<file path="config.mk">
export PLATFORM = sky130hd
export DESIGN_NAME = ro_puf_eval
export DESIGN_NICKNAME = d
export VERILOG_FILES = /design/src/rtl/ro_puf_eval.sv
export SDC_FILE = /design/constraint.sdc
export NUM_CORES = 1
export LEC_CHECK = 0
export BUFFER_PORTS_ARGS = -buffer_cell sky130_fd_sc_hd__buf_2
export CORE_UTILIZATION = 43
export DETAILED_ROUTE_END_ITERATION = 6
export PLACE_DENSITY = 0.64
export SLEW_MARGIN = 30
export SYNTH_ARGS = -nofsm -noshare
export SYNTH_HDL_FRONTEND = slang
export SYNTH_SLANG_ARGS = --single-unit
</file>
<file path="constraint.sdc">
create_clock -name clk -period 3.2 [get_ports clk]
set_clock_uncertainty 0.15 [all_clocks]
set_input_delay 0.32 -clock clk [delete_from_list [all_inputs] [get_ports clk]]
set_output_delay 0.32 -clock clk [all_outputs]
set_load 0.03 [all_outputs]
</file>
<file path="src/rtl/ro_puf_eval.sv">
// ro_puf_eval - ring-oscillator PUF evaluator.
//
// Enables one pair of oscillators at a time from an external bank of NUM_RO
// ring oscillators. For each of RESP_BITS pairs it counts synchronised rising
// edges over a WINDOW-cycle window and compares the two counts. The result is
// returned as a RESP_BITS-wide response.
//
// Ports:
//   clk        system clock
//   rst_n      synchronous reset, ACTIVE-HIGH (1 = reset)
//   start      evaluation request, sampled only while idle
//   challenge  {sel_a, sel_b} base pair indices, captured on accepted start
//   osc_in     raw oscillator outputs (asynchronous to clk)
//   ro_en      oscillator enables (the selected pair only)
//   busy       evaluation in progress
//   done       one-cycle completion pulse; response/err valid from here on
//   response   bit k = (count_a > count_b) for pair k
//   cnt_a/b    final counts of the most recent pair
//   err        degenerate challenge (sel_a == sel_b) or counter saturation
//
// Build option: define RO_PUF_MAJORITY_EN to run every pair three times and
// report the majority vote; cnt_a/cnt_b then report the third run.
module ro_puf_eval #(
    parameter int NUM_RO    = 16,
    parameter int SEL_W     = $clog2(NUM_RO),
    parameter int CNT_W     = 12,
    parameter int WINDOW    = 1024,
    parameter int SETTLE    = 16,
    parameter int RESP_BITS = 8
) (
    input  logic                 clk,
    input  logic                 rst_n,
    input  logic                 start,
    input  logic [2*SEL_W-1:0]   challenge,
    input  logic [NUM_RO-1:0]    osc_in,
    output logic [NUM_RO-1:0]    ro_en,
    output logic                 busy,
    output logic                 done,
    output logic [RESP_BITS-1:0] response,
    output logic [CNT_W-1:0]     cnt_a,
    output logic [CNT_W-1:0]     cnt_b,
    output logic                 err
);

    localparam int TMAX = (WINDOW > SETTLE) ? WINDOW : SETTLE;
    localparam int TW   = $clog2(TMAX);
    localparam int KW   = (RESP_BITS > 1) ? $clog2(RESP_BITS) : 1;

    // S_WRAP is the one busy cycle between the final compare (or a rejected
    // challenge) and the done pulse.
    typedef enum logic [2:0] {
        S_IDLE,
        S_SETTLE,
        S_COUNT,
        S_COMPARE,
        S_WRAP,
        S_DONE
    } state_t;

    state_t             state_q, state_d;
    logic [TW-1:0]      tmr_q;
    logic [KW-1:0]      k_q;
    logic [SEL_W-1:0]   off_q;
    logic [SEL_W-1:0]   sel_a_q, sel_b_q;
    logic [SEL_W-1:0]   sel_a, sel_b;
    logic [SEL_W-1:0]   idx_a, idx_b;
    logic [CNT_W-1:0]   ca_q, cb_q;
    logic [2:0]         sync_a_q, sync_b_q;
    logic               rise_a, rise_b;
    logic               tmr_last, last_pair, last_run, a_gt_b;

`ifdef RO_PUF_MAJORITY_EN
    logic [1:0]         run_q;
    logic [1:0]         votes_q;
    logic               vote_maj;
`endif

    assign sel_a = challenge[2*SEL_W-1:SEL_W];
    assign sel_b = challenge[SEL_W-1:0];

    // Pair index wraps naturally modulo NUM_RO (a power of two).
    assign idx_a = sel_a_q + off_q;
    assign idx_b = sel_b_q + off_q;

    // sync_x_q[1:0] is the 2-FF synchroniser, sync_x_q[2] the edge register.
    assign rise_a = sync_a_q[1] & ~sync_a_q[2];
    assign rise_b = sync_b_q[1] & ~sync_b_q[2];

    assign tmr_last  = ((state_q == S_SETTLE) && (tmr_q == TW'(SETTLE - 1))) ||
                       ((state_q == S_COUNT)  && (tmr_q == TW'(WINDOW - 1)));
    assign last_pair = (k_q == KW'(RESP_BITS - 1));
    assign a_gt_b    = (ca_q > cb_q);

`ifdef RO_PUF_MAJORITY_EN
    assign last_run = (run_q == 2'd2);
    assign vote_maj = (votes_q[0] & votes_q[1]) | (votes_q[0] & a_gt_b) |
                      (votes_q[1] & a_gt_b);
`else
    assign last_run = 1'b1;
`endif

    always_ff @(posedge clk) begin
        if (rst_n) state_q <= S_IDLE;
        else       state_q <= state_d;
    end

    always_comb begin
        state_d = state_q;
        busy    = 1'b0;
        done    = 1'b0;
        ro_en   = '0;
        case (state_q)
            S_IDLE: begin
                if (start) state_d = (sel_a != sel_b) ? S_SETTLE : S_WRAP;
            end
            S_SETTLE: begin
                busy         = 1'b1;
                ro_en[idx_a] = 1'b1;
                ro_en[idx_b] = 1'b1;
                if (tmr_last) state_d = S_COUNT;
            end
            S_COUNT: begin
                busy         = 1'b1;
                ro_en[idx_a] = 1'b1;
                ro_en[idx_b] = 1'b1;
                if (tmr_last) state_d = S_COMPARE;
            end
            S_COMPARE: begin
                busy    = 1'b1;
                state_d = (last_run && last_pair) ? S_WRAP : S_SETTLE;
            end
            S_WRAP: begin
                busy    = 1'b1;
                state_d = S_DONE;
            end
            S_DONE: begin
                done    = 1'b1;
                state_d = S_IDLE;
            end
            default: state_d = S_IDLE;
        endcase
    end

    always_ff @(posedge clk) begin
        if (rst_n) begin
            tmr_q    <= '0;
            k_q      <= '0;
            off_q    <= '0;
            sel_a_q  <= '0;
            sel_b_q  <= '0;
            ca_q     <= '0;
            cb_q     <= '0;
            sync_a_q <= '0;
            sync_b_q <= '0;
            response <= '0;
            cnt_a    <= '0;
            cnt_b    <= '0;
            err      <= 1'b0;
`ifdef RO_PUF_MAJORITY_EN
            run_q    <= '0;
            votes_q  <= '0;
`endif
        end else begin
            sync_a_q <= {sync_a_q[1:0], osc_in[idx_a]};
            sync_b_q <= {sync_b_q[1:0], osc_in[idx_b]};
            case (state_q)
                S_IDLE: begin
                    if (start) begin
                        sel_a_q  <= sel_a;
                        sel_b_q  <= sel_b;
                        response <= '0;
                        err      <= (sel_a == sel_b);
                        k_q      <= '0;
                        off_q    <= '0;
                        tmr_q    <= '0;
`ifdef RO_PUF_MAJORITY_EN
                        run_q    <= '0;
                        votes_q  <= '0;
`endif
                    end
                end
                S_SETTLE: begin
                    ca_q  <= '0;
                    cb_q  <= '0;
                    tmr_q <= tmr_last ? '0 : tmr_q + TW'(1);
                end
                S_COUNT: begin
                    tmr_q <= tmr_last ? '0 : tmr_q + TW'(1);
                    if (rise_a) begin
                        if (&ca_q) err  <= 1'b1;
                        else       ca_q <= ca_q + CNT_W'(1);
                    end
                    if (rise_b) begin
                        if (&cb_q) err  <= 1'b1;
                        else       cb_q <= cb_q + CNT_W'(1);
                    end
                end
                S_COMPARE: begin
                    cnt_a <= ca_q;
                    cnt_b <= cb_q;
`ifdef RO_PUF_MAJORITY_EN
                    if (!last_run) begin
                        votes_q[run_q[0]] <= a_gt_b;
                        run_q             <= run_q + 2'd1;
                    end else begin
                        response[k_q] <= vote_maj;
                        run_q         <= '0;
                        k_q           <= k_q + KW'(1);
                        off_q         <= off_q + SEL_W'(1);
                    end
`else
                    response[k_q] <= a_gt_b;
                    k_q           <= k_q + KW'(1);
                    off_q         <= off_q + SEL_W'(1);
`endif
                end
                default: ;
            endcase
        end
    end

endmodule

</file>
Yosys cells after proc, flatten, opt, wreduce, memory -nomap -nowiden. Cells that the tools add are included.

Bits in registers: 91. Latch bits: 0. Bits in writable memories: 0. Memory bits (read-only): 0. Input bits: 27. Output and inout bits: 51. Logic and storage cells: 113. Memories kept: 0.

Add/sub/neg operators: 7. $mul: 0. Div/mod/pow operators: 0. Order comparisons: 7. Equal/unequal tests: 17. Shift-type cells: 0. Mux-type cells: 41. Bitwise logic cells: 5. Reductions and logical operators: 22.

Operators with widths (count): 12-bit 2-to-1 mux (4); 12-bit one-hot mux with 2 select lines (2); 12-bit by 1-bit adder with 12-bit output, second input constant (2); 12-bit AND reduction (2); 10-bit 2-to-1 mux (2); 10-bit one-hot mux with 2 select lines (1); 3-bit 2-to-1 mux (6); 16-bit 2-to-1 mux (1); 16-bit bitwise OR (1); 8-bit one-hot mux with 2 select lines (1); 3-bit one-hot mux with 5 select lines (1); 2-bit inequality test, second input constant (7); 12-bit greater-than comparator (1); 1-bit 2-to-1 mux (12); 10-bit by 1-bit adder with 10-bit output, second input constant (1); 10-bit equality test, second input constant (1); 10-bit by 4-bit equality test with 1-bit output, second input constant (1); 4-bit by 5-bit less-than comparator with 1-bit output, second input constant (2); 3-bit equality test, second input constant (3); 3-bit AND reduction (3); 4-bit adder (2); 1-bit binary-select mux with 4-bit select (2); 8-bit bitwise mux (1); 1-bit demux with 4-bit select (2); other kinds (24) (38).

Depth between registers and ports, before layout.
Depth after elaboration: 7. Depth in mapped cells: 8. Mapped depth without buffers: 7.

Worst setup path before layout. No wires, ideal clock.

Path type: flip-flop to output port. Start point: reg off_q[0]. End point: out ro_en[11]. Arrival: 2.243 ns. Required time: 2.730 ns. Path slack: 0.487 ns. Stages on the path, launching flop included: 6. Path buffers: 1. Cell sequence: dfxtp_1 ha_1 fa_1 clkbuf_1 nand3_1 o31ai_1.

Longest elaborated chain between the ends: 7. Elaborated cells on any way between the ends: 14. Classes of those cells: add/sub: 2; order compare: 4; mux: 5; bitwise: 1; reduce/logical: 2.

Ends and longest elaborated chain: from (decl) (RTL line 63) `logic [SEL_W-1:0] off_q;`; from (signal assigned) (RTL line 214) `off_q <= off_q + SEL_W'(1);`; 4-bit adder (on tied branches) (RTL line 82, 83); 4-bit by 5-bit less-than comparator with 1-bit output (not written as such), or another cell as far along (RTL line 118, 124); 1-bit logical AND (on tied branches); 1-bit 2-to-1 mux (on tied branches); 1-bit demux with 4-bit select (on tied branches); 16-bit bitwise OR (no source line) (*); 16-bit 2-to-1 mux (*); to (decl) (RTL line 36) `output logic [NUM_RO-1:0] ro_en,`.

Mark *: on every way between the ends. The rest lies on a longest branch, timed or not.

Final worst setup path.
Start point: reg off_q[1]. End point: out ro_en[4].

The elaborated chain is that of the path after synthesis.

==> run summary <==
status -> finished, final reports clean
# nets final -> 724
Vias -> 4531
layout cell share with drive strength beyond 1 -> 0.187
Row Count -> 38
CTS root buf -> clkbuf_16
number of fill cells -> 1067
critical hold path startpoint -> challenge[4]
Ys Warns -> 0
top_reg_cell synth -> dfxtp_1
R2R Path Start -> off_q[0]
Die Span X -> 110 µm
Initial DRC Count -> 203
Hold Path End -> sel_a_q[0]
worst reg2reg setup slack -> 0.68 ns
fin. max-slew vios -> 0
hold buffer count at cts -> 0
Slew HR -> 0.470
Seq. cell area -> 1820 µm²
fin crit share -> 0.938
mean number of vias per cell -> 5.56
CTS buffer count -> 9
sequential power share -> 0.382
Min-Delay Path Depth -> 3
Worst Setup Path Type -> register to output pin
GRT Util Overall -> 0.204
crit path DAT -> 2.53 ns
Area Growth Syn to Fin -> 15.7%
post-DP HPWL -> 8660 µm
Leakage -> 2.25 nW
R2R depth -> 5
endpoints failing hold -> 0
PortBufs -> 77
Cell Count, Final, Fillers Out -> 815
Diodes inserted -> 0
Die ar. -> 12000 µm²
initial antenna violation count -> 0
Post-CTS Resized -> 0
Post-Syn Area -> 4990 µm²
final WL -> 11700 µm
vias in the first global route -> 4072
Combinational Power Share -> 0.302
Net Sw Power -> 1.18 mW
Net Sw Frac -> 0.352
area of the multi-input gates -> 2990 µm²
commonest cells after routing, fill and taps aside -> 104 x nand2_1, 91 x dfxtp_1, 77 x buf_2
core area -> 11100 µm²
first-pass GRT wire length -> 19200 µm
drt drc -> 0
sequential area share after synthesis -> 0.365
Syn Area/Cell -> 8.26 µm²
Clk Latency, worst-skew pair -> 0.34 ns
Setup violations, final -> 0
Slew @ Worst Pin -> 0.789 ns
FF-to-FF End -> sync_a_q[0]
Yosys cell types -> 55
DRT Pass-1 Iters -> 4
Tmin final -> 3.00 ns
Die H -> 110 µm
Power Density -> 579 nW/µm²
Required @ worst endpoint -> 2.73 ns
Post-synth EDFFs -> 0
Worst VDD drop -> 400 µV
initial core utilization -> 0.450
CTS H-tree lvls -> 3
commonest non-fill, non-tap cell in the layout -> nand2_1
Max Cap Viol -> 0
# clock sinks -> 91
final setup TNS -> 0 ns
# placed instances -> 800
crit path capture type -> output pin
RSZ-0062 raised after global routing -> no
Peak Freq -> 0.333 GHz
Post-CTS Setup Bufs -> 0
grt ovf -> 0
CP startpoint kind -> register
clock slew at reported path FFs -> 0.06 ns
GPL Wtd Cong -> 0.869
antenna viol nets, final -> 0
Avg WL per Cell -> 14.4 µm
largest net degree at the start of global routing -> 44
Worst Hold Class -> input port to register
TritonCTS clock tree -> done
I/O Pins -> 78
asr flop ratio synth -> 0
Clk pwr share -> 0.315
CP Max Fanout -> 10
syn_nets -> 657
Int Pwr -> 2.17 mW
maximum clock path buffer count -> 2
#FFs+latches synth -> 91
Cells after Synth -> 604
==> logic make-up (layout without fill, tap and decap cells) <==
group                    after synthesis  in the layout  share of synthesized area
XOR/XNOR                              32             32                     0.0562
AND/OR/NAND/NOR                      276            276                      0.275
multiplexers                          10             10                     0.0426
buffers and inverters                 44            115                     0.0369
adder cells (fa/ha/maj)               26             26                     0.0682
AO/OA/AOI/OAI                        125            125                      0.156
flip-flops                            91             91                      0.365
==> stage by stage <==
step / setup WS [ns] / hold slack (ns) / cell area (µm²) / util / power, mW
finish: 0.197 / 0.0851 / 5770 / 0.521 / 3.34
global placement: 0.654 / 0.272 / 5480 / 0.495 / 2.29
global route: 0.0193 / 0.0933 / 5770 / 0.521 / 3.52
detailed placement: 0.575 / 0.280 / 5480 / 0.495 / 2.31
CTS: 0.202 / 0.0833 / 5770 / 0.521 / 3.36
floorplan: 0.487 / 0.264 / 4990 / - / 2.07
==> layout make-up <==
| class | count | area share |
|---|---|---|
| clock buffers | 10 | 0.0414 |
| clock inverters | 5 | 0.00932 |
| multi-input cells | 469 | 0.517 |
| flip-flops and latches | 91 | 0.315 |
| repair buffers | 84 | 0.0758 |
| well taps | 140 | 0.0303 |
| inverters | 16 | 0.0104 |
==> worst max-delay path: stages (launching register included) <==
cell     delay [ns]
dfxtp_1        0.40
ha_1           0.33
a21o_1         0.10
a21oi_1        0.07
xnor2_1        0.65
and2_1         0.29
a22o_1         0.16
buf_2          0.20
==> power by group through the flow <==
stage / logic (mW) / clock network [mW] / registers [mW]
after global placement: 0.991 / 0 / 1.30
after floorplan: 0.800 / 0 / 1.27
final: 1.01 / 1.06 / 1.28
after CTS: 1.01 / 1.07 / 1.28
after global routing: 1.10 / 1.12 / 1.29
after detailed placement: 1.01 / 0 / 1.30
==> worst max-delay path by stage <==
stage | startpoint | endpoint | slack [ns] | cells past startpoint
6_report | off_q[1] | ro_en[4] | 0.20 | 7
4_1_cts | off_q[1] | ro_en[4] | 0.20 | 7
5_1_grt | off_q[1] | ro_en[4] | 0.02 | 7
3_5_place_dp | off_q[1] | ro_en[4] | 0.58 | 7
3_3_place_gp | off_q[0] | ro_en[1] | 0.65 | 6
2_1_floorplan | off_q[0] | ro_en[11] | 0.49 | 5
==> layer usage <==
metal,wire length [µm],share of wire,global-route usage,vias up
met5,0,0,0,-
met2,5560,0.47,0.346,103
met3,476,0.041,0.0385,17
li1,-,-,-,2280
met1,5490,0.47,0.259,2131
met4,183,0.016,0.0705,0
==> Yosys cell counts (all sizes together) (2+ instances only) <==
library cell	number	share of area
a2bb2oi	2	0.0060
or4	4	0.0068
o21bai	3	0.0045
o211ai	5	0.0075
a21o	4	0.0060
nand3	33	0.034
mux4	9	0.041
and3	2	0.0025
buf	5	0.0073
a22o	12	0.021
a211oi	6	0.0090
o21ai	17	0.017
nand2	104	0.078
nor4	11	0.017
and2	12	0.015
clkbuf	23	0.018
dfxtp	91	0.37
or3	6	0.0075
nand4	18	0.023
or3b	5	0.0093
and4	2	0.0035
nor2b	8	0.010
fa	2	0.0080
nor3b	6	0.0090
xor2	10	0.018
ha	24	0.060
a21oi	61	0.062
nor2	45	0.034
xnor2	22	0.039
o22ai	2	0.0025
a221oi	2	0.0035
o31ai	6	0.0090
nor3	9	0.0090
nand2b	3	0.0038
inv	16	0.012
or2	4	0.0050
==> registers in the layout, summed over array words and instances, names as in the netlist, 8 cells and up <==
| signal | flops |
|---|---|
| ca_q | 12 |
| cnt_b | 12 |
| response | 8 |
| cb_q | 12 |
| tmr_q | 10 |
| cnt_a | 12 |
No activity file was read; power rests on OpenSTA's default activity.
